===== src/rtl/lsu_pkg.sv =====
`default_nettype none
// ============================================================================
// Module      : lsu_pkg
// Description : Shared encodings for the load/store unit: request opcodes,
//               FSM states and small opcode classification helpers.
// Revision    : 1.0 - initial release
// ============================================================================
package lsu_pkg;

  // Request opcodes; 101-111 are not defined and are answered with an error.
  typedef enum logic [2:0] {
    OP_LW  = 3'b000,
    OP_SW  = 3'b001,
    OP_LB  = 3'b010,
    OP_LBU = 3'b011,
    OP_SB  = 3'b100
  } op_e;

  // Transaction FSM states.
  typedef enum logic [2:0] {
    ST_IDLE = 3'd0,
    ST_RD   = 3'd1,
    ST_CAP  = 3'd2,
    ST_WR   = 3'd3,
    ST_RESP = 3'd4
  } state_e;

  // True for any opcode the unit knows how to execute.
  function automatic logic op_is_legal(input logic [2:0] op);
    return (op <= 3'(OP_SB));
  endfunction

  // Word accesses must start on an even byte address.
  function automatic logic op_is_word(input logic [2:0] op);
    return (op == 3'(OP_LW)) || (op == 3'(OP_SW));
  endfunction

endpackage
`default_nettype wire


===== src/rtl/lsu_byte_lane.sv =====
`default_nettype none
// ============================================================================
// Module      : lsu_byte_lane
// Description : Combinational byte lane helper. Extracts the addressed byte
//               of a RAM word (sign- and zero-extended) and builds the word
//               with that byte replaced for sub-word stores.
// Revision    : 1.0 - initial release
// ============================================================================
module lsu_byte_lane #(
  parameter int DWIDTH = 16
) (
  input  logic [DWIDTH-1:0] word_i,
  input  logic              lane_i,
  input  logic [7:0]        byte_i,
  output logic [DWIDTH-1:0] lb_o,
  output logic [DWIDTH-1:0] lbu_o,
  output logic [DWIDTH-1:0] merged_o
);

  logic [7:0] w_sel;

  // Select the addressed lane, extend it, and splice the store byte in.
  always_comb begin
    w_sel    = lane_i ? word_i[15:8] : word_i[7:0];
    lb_o     = {{(DWIDTH-8){w_sel[7]}}, w_sel};
    lbu_o    = {{(DWIDTH-8){1'b0}}, w_sel};
    merged_o = word_i;
    if (lane_i) begin
      merged_o[15:8] = byte_i;
    end else begin
      merged_o[7:0]  = byte_i;
    end
  end

endmodule
`default_nettype wire


===== src/rtl/lsu.sv =====
`default_nettype none
// ============================================================================
// Module      : lsu
// Description : Single-outstanding load/store unit in front of a synchronous
//               RAM. Supports word and byte loads/stores; byte stores are a
//               read-modify-write of the containing word.
// Revision    : 1.0 - initial release
// ============================================================================
module lsu
  import lsu_pkg::*;
#(
  parameter int AWIDTH = 8,
  parameter int DWIDTH = 16
) (
  input  logic              clk,
  input  logic              rst,
  input  logic              i_req_valid,
  output logic              o_req_ready,
  input  logic [2:0]        i_req_op,
  input  logic [AWIDTH:0]   i_req_addr,
  input  logic [DWIDTH-1:0] i_req_wdata,
  input  logic [3:0]        i_req_tag,
  output logic              o_resp_valid,
  input  logic              i_resp_ready,
  output logic [DWIDTH-1:0] o_resp_data,
  output logic [3:0]        o_resp_tag,
  output logic              o_resp_err,
  output logic              o_ram_rd,
  output logic              o_ram_wr,
  output logic [AWIDTH-1:0] o_ram_raddr,
  output logic [AWIDTH-1:0] o_ram_waddr,
  output logic [DWIDTH-1:0] o_ram_wdata,
  input  logic [DWIDTH-1:0] i_ram_rdata
);

  state_e            state_q;
  logic [2:0]        op_q;
  logic [AWIDTH:0]   addr_q;
  logic [DWIDTH-1:0] wdata_q;
  logic              resp_valid_q;
  logic [DWIDTH-1:0] resp_data_q;
  logic [3:0]        resp_tag_q;
  logic              resp_err_q;

  logic [DWIDTH-1:0] w_lb;
  logic [DWIDTH-1:0] w_lbu;
  logic [DWIDTH-1:0] w_merged;

  lsu_byte_lane #(
    .DWIDTH (DWIDTH)
  ) u_byte_lane (
    .word_i   (i_ram_rdata),
    .lane_i   (addr_q[0]),
    .byte_i   (wdata_q[7:0]),
    .lb_o     (w_lb),
    .lbu_o    (w_lbu),
    .merged_o (w_merged)
  );

  // Transaction FSM with registered response fields.
  always_ff @(posedge clk) begin
    if (rst) begin
      state_q      <= ST_IDLE;
      op_q         <= '0;
      addr_q       <= '0;
      wdata_q      <= '0;
      resp_valid_q <= 1'b0;
      resp_data_q  <= '0;
      resp_tag_q   <= '0;
      resp_err_q   <= 1'b0;
    end else begin
      case (state_q)
        ST_IDLE: begin
          if (i_req_valid) begin
            op_q       <= i_req_op;
            addr_q     <= i_req_addr;
            wdata_q    <= i_req_wdata;
            resp_tag_q <= i_req_tag;
            if (!op_is_legal(i_req_op) || (op_is_word(i_req_op) && i_req_addr[0])) begin
              // Rejected without touching the RAM.
              state_q      <= ST_RESP;
              resp_valid_q <= 1'b1;
              resp_data_q  <= '0;
              resp_err_q   <= 1'b1;
            end else if (i_req_op == 3'(OP_SW)) begin
              state_q <= ST_WR;
            end else begin
              state_q <= ST_RD;
            end
          end
        end
        ST_RD: begin
          state_q <= ST_CAP;
        end
        ST_CAP: begin
          case (op_q)
            3'(OP_SB): begin
              wdata_q <= w_merged;
              state_q <= ST_WR;
            end
            3'(OP_LW), 3'(OP_LB), 3'(OP_LBU): begin
              state_q      <= ST_RESP;
              resp_valid_q <= 1'b1;
              resp_err_q   <= 1'b0;
              resp_data_q  <= (op_q == 3'(OP_LW)) ? i_ram_rdata :
                              (op_q == 3'(OP_LB)) ? w_lb : w_lbu;
            end
            default: begin
              state_q      <= ST_RESP;
              resp_valid_q <= 1'b1;
              resp_err_q   <= 1'b1;
              resp_data_q  <= '0;
            end
          endcase
        end
        ST_WR: begin
          state_q      <= ST_RESP;
          resp_valid_q <= 1'b1;
          resp_err_q   <= 1'b0;
          resp_data_q  <= '0;
        end
        ST_RESP: begin
          if (i_resp_ready) begin
            state_q      <= ST_IDLE;
            resp_valid_q <= 1'b0;
          end
        end
        default: begin
          state_q      <= ST_IDLE;
          resp_valid_q <= 1'b0;
        end
      endcase
    end
  end

  // Handshake and RAM strobes come from the state register only; reset masks them at once.
  always_comb begin
    o_req_ready = !rst && (state_q == ST_IDLE);
    o_ram_rd    = !rst && (state_q == ST_RD);
    o_ram_wr    = !rst && (state_q == ST_WR);
    o_ram_raddr = addr_q[AWIDTH:1];
    o_ram_waddr = addr_q[AWIDTH:1];
    o_ram_wdata = wdata_q;
  end

  assign o_resp_valid = resp_valid_q;
  assign o_resp_data  = resp_data_q;
  assign o_resp_tag   = resp_tag_q;
  assign o_resp_err   = resp_err_q;

endmodule
`default_nettype wire


===== config.mk =====
export PLATFORM = sky130hd
export DESIGN_NAME = lsu
export DESIGN_NICKNAME = d
export VERILOG_FILES = /design/src/rtl/lsu_pkg.sv /design/src/rtl/lsu_byte_lane.sv /design/src/rtl/lsu.sv
export SDC_FILE = /design/constraint.sdc
export NUM_CORES = 1
export LEC_CHECK = 0
export BUFFER_PORTS_ARGS = -buffer_cell sky130_fd_sc_hd__buf_4
export CORE_MARGIN = 8
export CORE_UTILIZATION = 51
export CTS_CLUSTER_SIZE = 24
export DETAILED_ROUTE_END_ITERATION = 16
export PLACE_DENSITY = 0.88
export SYNTH_ARGS = -nofsm -noshare
export SYNTH_HDL_FRONTEND = slang
export SYNTH_SLANG_ARGS = --single-unit

===== constraint.sdc =====
create_clock -name clk -period 3.3 [get_ports clk]
set_input_delay 0.33 -clock clk [delete_from_list [all_inputs] [get_ports clk]]
set_output_delay 0.33 -clock clk [all_outputs]
set_load 0.05 [all_outputs]

==> summary.txt <==
Run status
  • Outcome: finished clean

Power
  • Total Power: 1.76 mW
  • P_int: 1.07 mW
  • Leak: 1.43 nW
  • Clk pwr share: 20.2%
  • Seq pwr share: 43.6%
  • P per Cell Area: 534 nW/um^2
  • Sw frac: 39.3%
  • Comb power frac: 36.2%
  • Peak supply drop: 0.000313 V
  • Sw power: 0.693 mW

Route
  • Routed Antenna Nets: 0
  • Total Wirelength: 6.89 mm
  • Via count: 2328
  • WL per Instance: 16.4 um
  • First DRT Iteration DRCs: 141
  • Number of remaining DRC errors: 0
  • Vias/cell: 5.54
  • TritonRoute pass-1 iters: 4

Synth
  • Ys Warns: 0
  • Yosys reg bits: 53
  • Post-synth top area share: 42.9%
  • Mapped Cells: 275
  • Syn Area/Cell: 8.99 um^2
  • Number of synthesized flops with an enable pin: 0
  • Synth top area cells: dfxtp_1, mux2i_1, nand2_1, a21oi_1, o2bb2ai_1
  • Main synth FF type: dfxtp_1
  • Synth Net Count: 327
  • Seq/Total Area, Yosys: 42.9%
  • Async SR Flop Fraction: 0%
  • Largest area contributor in the netlist: dfxtp_1
  • Mapped cell area: 2470 um^2
  • Post-synth cell types: 36

Worst setup path
  • R2R depth: 5
  • Worst setup SP type: flip-flop
  • WP data required: 3.54 ns
  • Crit Path Category: flip-flop to flip-flop
  • Worst EP arrival: 2.35 ns
  • Crit. End Element: flip-flop
  • R2R setup slack: 1.19 ns
  • Crit-path max FO: 26

Die
  • Starting Density: 52.7%
  • Core ar.: 4690 um^2
  • I/O pin total: 109
  • Site Rows: 25
  • Die height: 85.6 um
  • Die ar.: 7330 um^2
  • Die W: 85.6 um

Timing
  • Final setup fails: 0
  • Fin crit share: 64.0%
  • Max Freq: 0.474 GHz
  • Setup TNS: 0 ns
  • Setup Skew: 0.00602 ns
  • Max transition margin: 40.5%
  • Final hold vios: 0
  • Final WS setup: 1.19 ns
  • Worst Tran Pin Value: 0.892 ns
  • Slew Viols, Final: 0
  • Period minus WS final: 2.11 ns
  • Unrepaired setup endpoints after global routing: no

Global route
  • Grt met3 use: 7.35%
  • Initial antenna violation count: 0
  • Vias in the first global route: 2261
  • Largest net degree at the start of global routing: 41
  • Met2 usage in global routing: 30.5%
  • Tot GR Track Use: 18.3%
  • GR Overflow Total: 0
  • Global-route wire length before repair: 11.0 mm
  • Busiest grt layer: met2
  • Met1 usage: 21.0%

CTS
  • Num CTS Buffers: 5
  • CTS tree: built
  • Clk slew on worst S/H paths: 0.09 ns
  • Clock root cell: clkbuf_8
  • CTS Buffer Depth: 2
  • Hold_buf cts: 0
  • Clock sinks: 53
  • Worst-skew pair later-pin latency: 0.31 ns
  • Post-cts sizing count: 0
  • # Post-CTS Setup Buffers: 0
  • H-Tree Depth: 2

Placed design
  • Number of port buffers: 108
  • Placer Congestion: 0.927
  • Post-place setup slack: 1.21 ns
  • Final HPWL DP: 5.28 mm
  • Area after DPL: 3220 um^2

Finish
  • Final Util: 70.4%
  • Final instance area: 3300 um^2
  • Number of inserted diodes: 0
  • Net count, final: 417
  • Most common cell after layout, fill and taps aside: buf_4
  • Highest-count cells in the layout ignoring fill and taps: buf_4, dfxtp_1, nand2_1
  • Layout cells sized above 1: 34.7%
  • Synth-to-Final Area Change: 33.6%

Min path
  • Hold WC Path Type: input pin to flip-flop
  • Hold Path Stages: 3

Flow run
  • Total of max-cap violations: 0
## Yosys cell counts (2+ instances only)
master and n:
inv_1 2, nor2b_1 2, buf_2 6, clkbuf_1 11, buf_6 2, o21ai_0 3, nor2_1 11, mux2i_1 25
o21a_1 8, buf_4 8, nand2b_1 11, nor3b_1 2, o2bb2ai_1 16, a21oi_1 36, nand2_1 51, o211ai_1 8
dfxtp_1 53, a21oi_2 2
## logic make-up (layout without fill, tap and decap cells)
group,Yosys count,count (layout),synth area share [%]
AO/OA/AOI/OAI,82,82,23.2
multiplexers,25,25,10.1
AND/OR/NAND/NOR,86,86,17.2
flip-flops,53,53,42.9
buffers and inverters,29,120,6.53
## path summary, 6_finish.rpt
| kind | endpoint | from |
|---|---|---|
| setup / recovery | o_resp_data[14] | state_q[1] |
| hold / removal | addr_q[2] | i_req_addr[2] |
| setup reg to reg | o_resp_data[14] | state_q[1] |
| hold reg to reg | o_ram_wdata[12] | o_ram_wdata[12] |
## metrics by stage
step | cells | hold slack [ns]
6_report | 420 | 0.264
5_1_grt | 420 | 0.261
4_1_cts | 420 | 0.252
3_5_place_dp | 412 | 0.443
3_3_place_gp | 412 | 0.442
2_1_floorplan | 275 | 0.466
## layer usage
metal,wire (um),vias to the layer above,share of wire (%)
li1,-,1142,-
met1,2760,1084,40
met2,3360,95,49
met3,676,7,9.8
met4,100,0,1.5
met5,0,-,0
## registers in the layout, summed over array words and instances, names as in the netlist
name          count
o_resp_valid      1
op_q              3
o_resp_data      16
o_ram_wdata      16
o_resp_err        1
addr_q            9
o_resp_tag        4
state_q           3
## power groups by stage
stage	combinational [mW]	sequential, mW	clock [mW]
3_3_place_gp	0.634	0.779	0
4_1_cts	0.642	0.769	0.363
6_report	0.639	0.769	0.356
5_1_grt	0.681	0.779	0.390
3_5_place_dp	0.641	0.783	0
2_1_floorplan	0.285	0.947	0
## critical path, stage by stage (launching register included)
cell and delay [ns]:
dfxtp_1 0.61, nor3b_2 0.24, buf_4 0.31, nor3b_1 0.34, nand3b_1 0.30, o2bb2ai_1 0.23
## cell type report
type / count / area (um^2)
fill: 376 / 1390
multi-input combinational: 193 / 1250
sequential: 53 / 1060
timing repair buffer: 110 / 826
clock buffer: 5 / 68.8
tap: 54 / 67.6
clock inverter: 3 / 17.5
inverter: 2 / 7.51
Power figures use the tool's default switching activity.
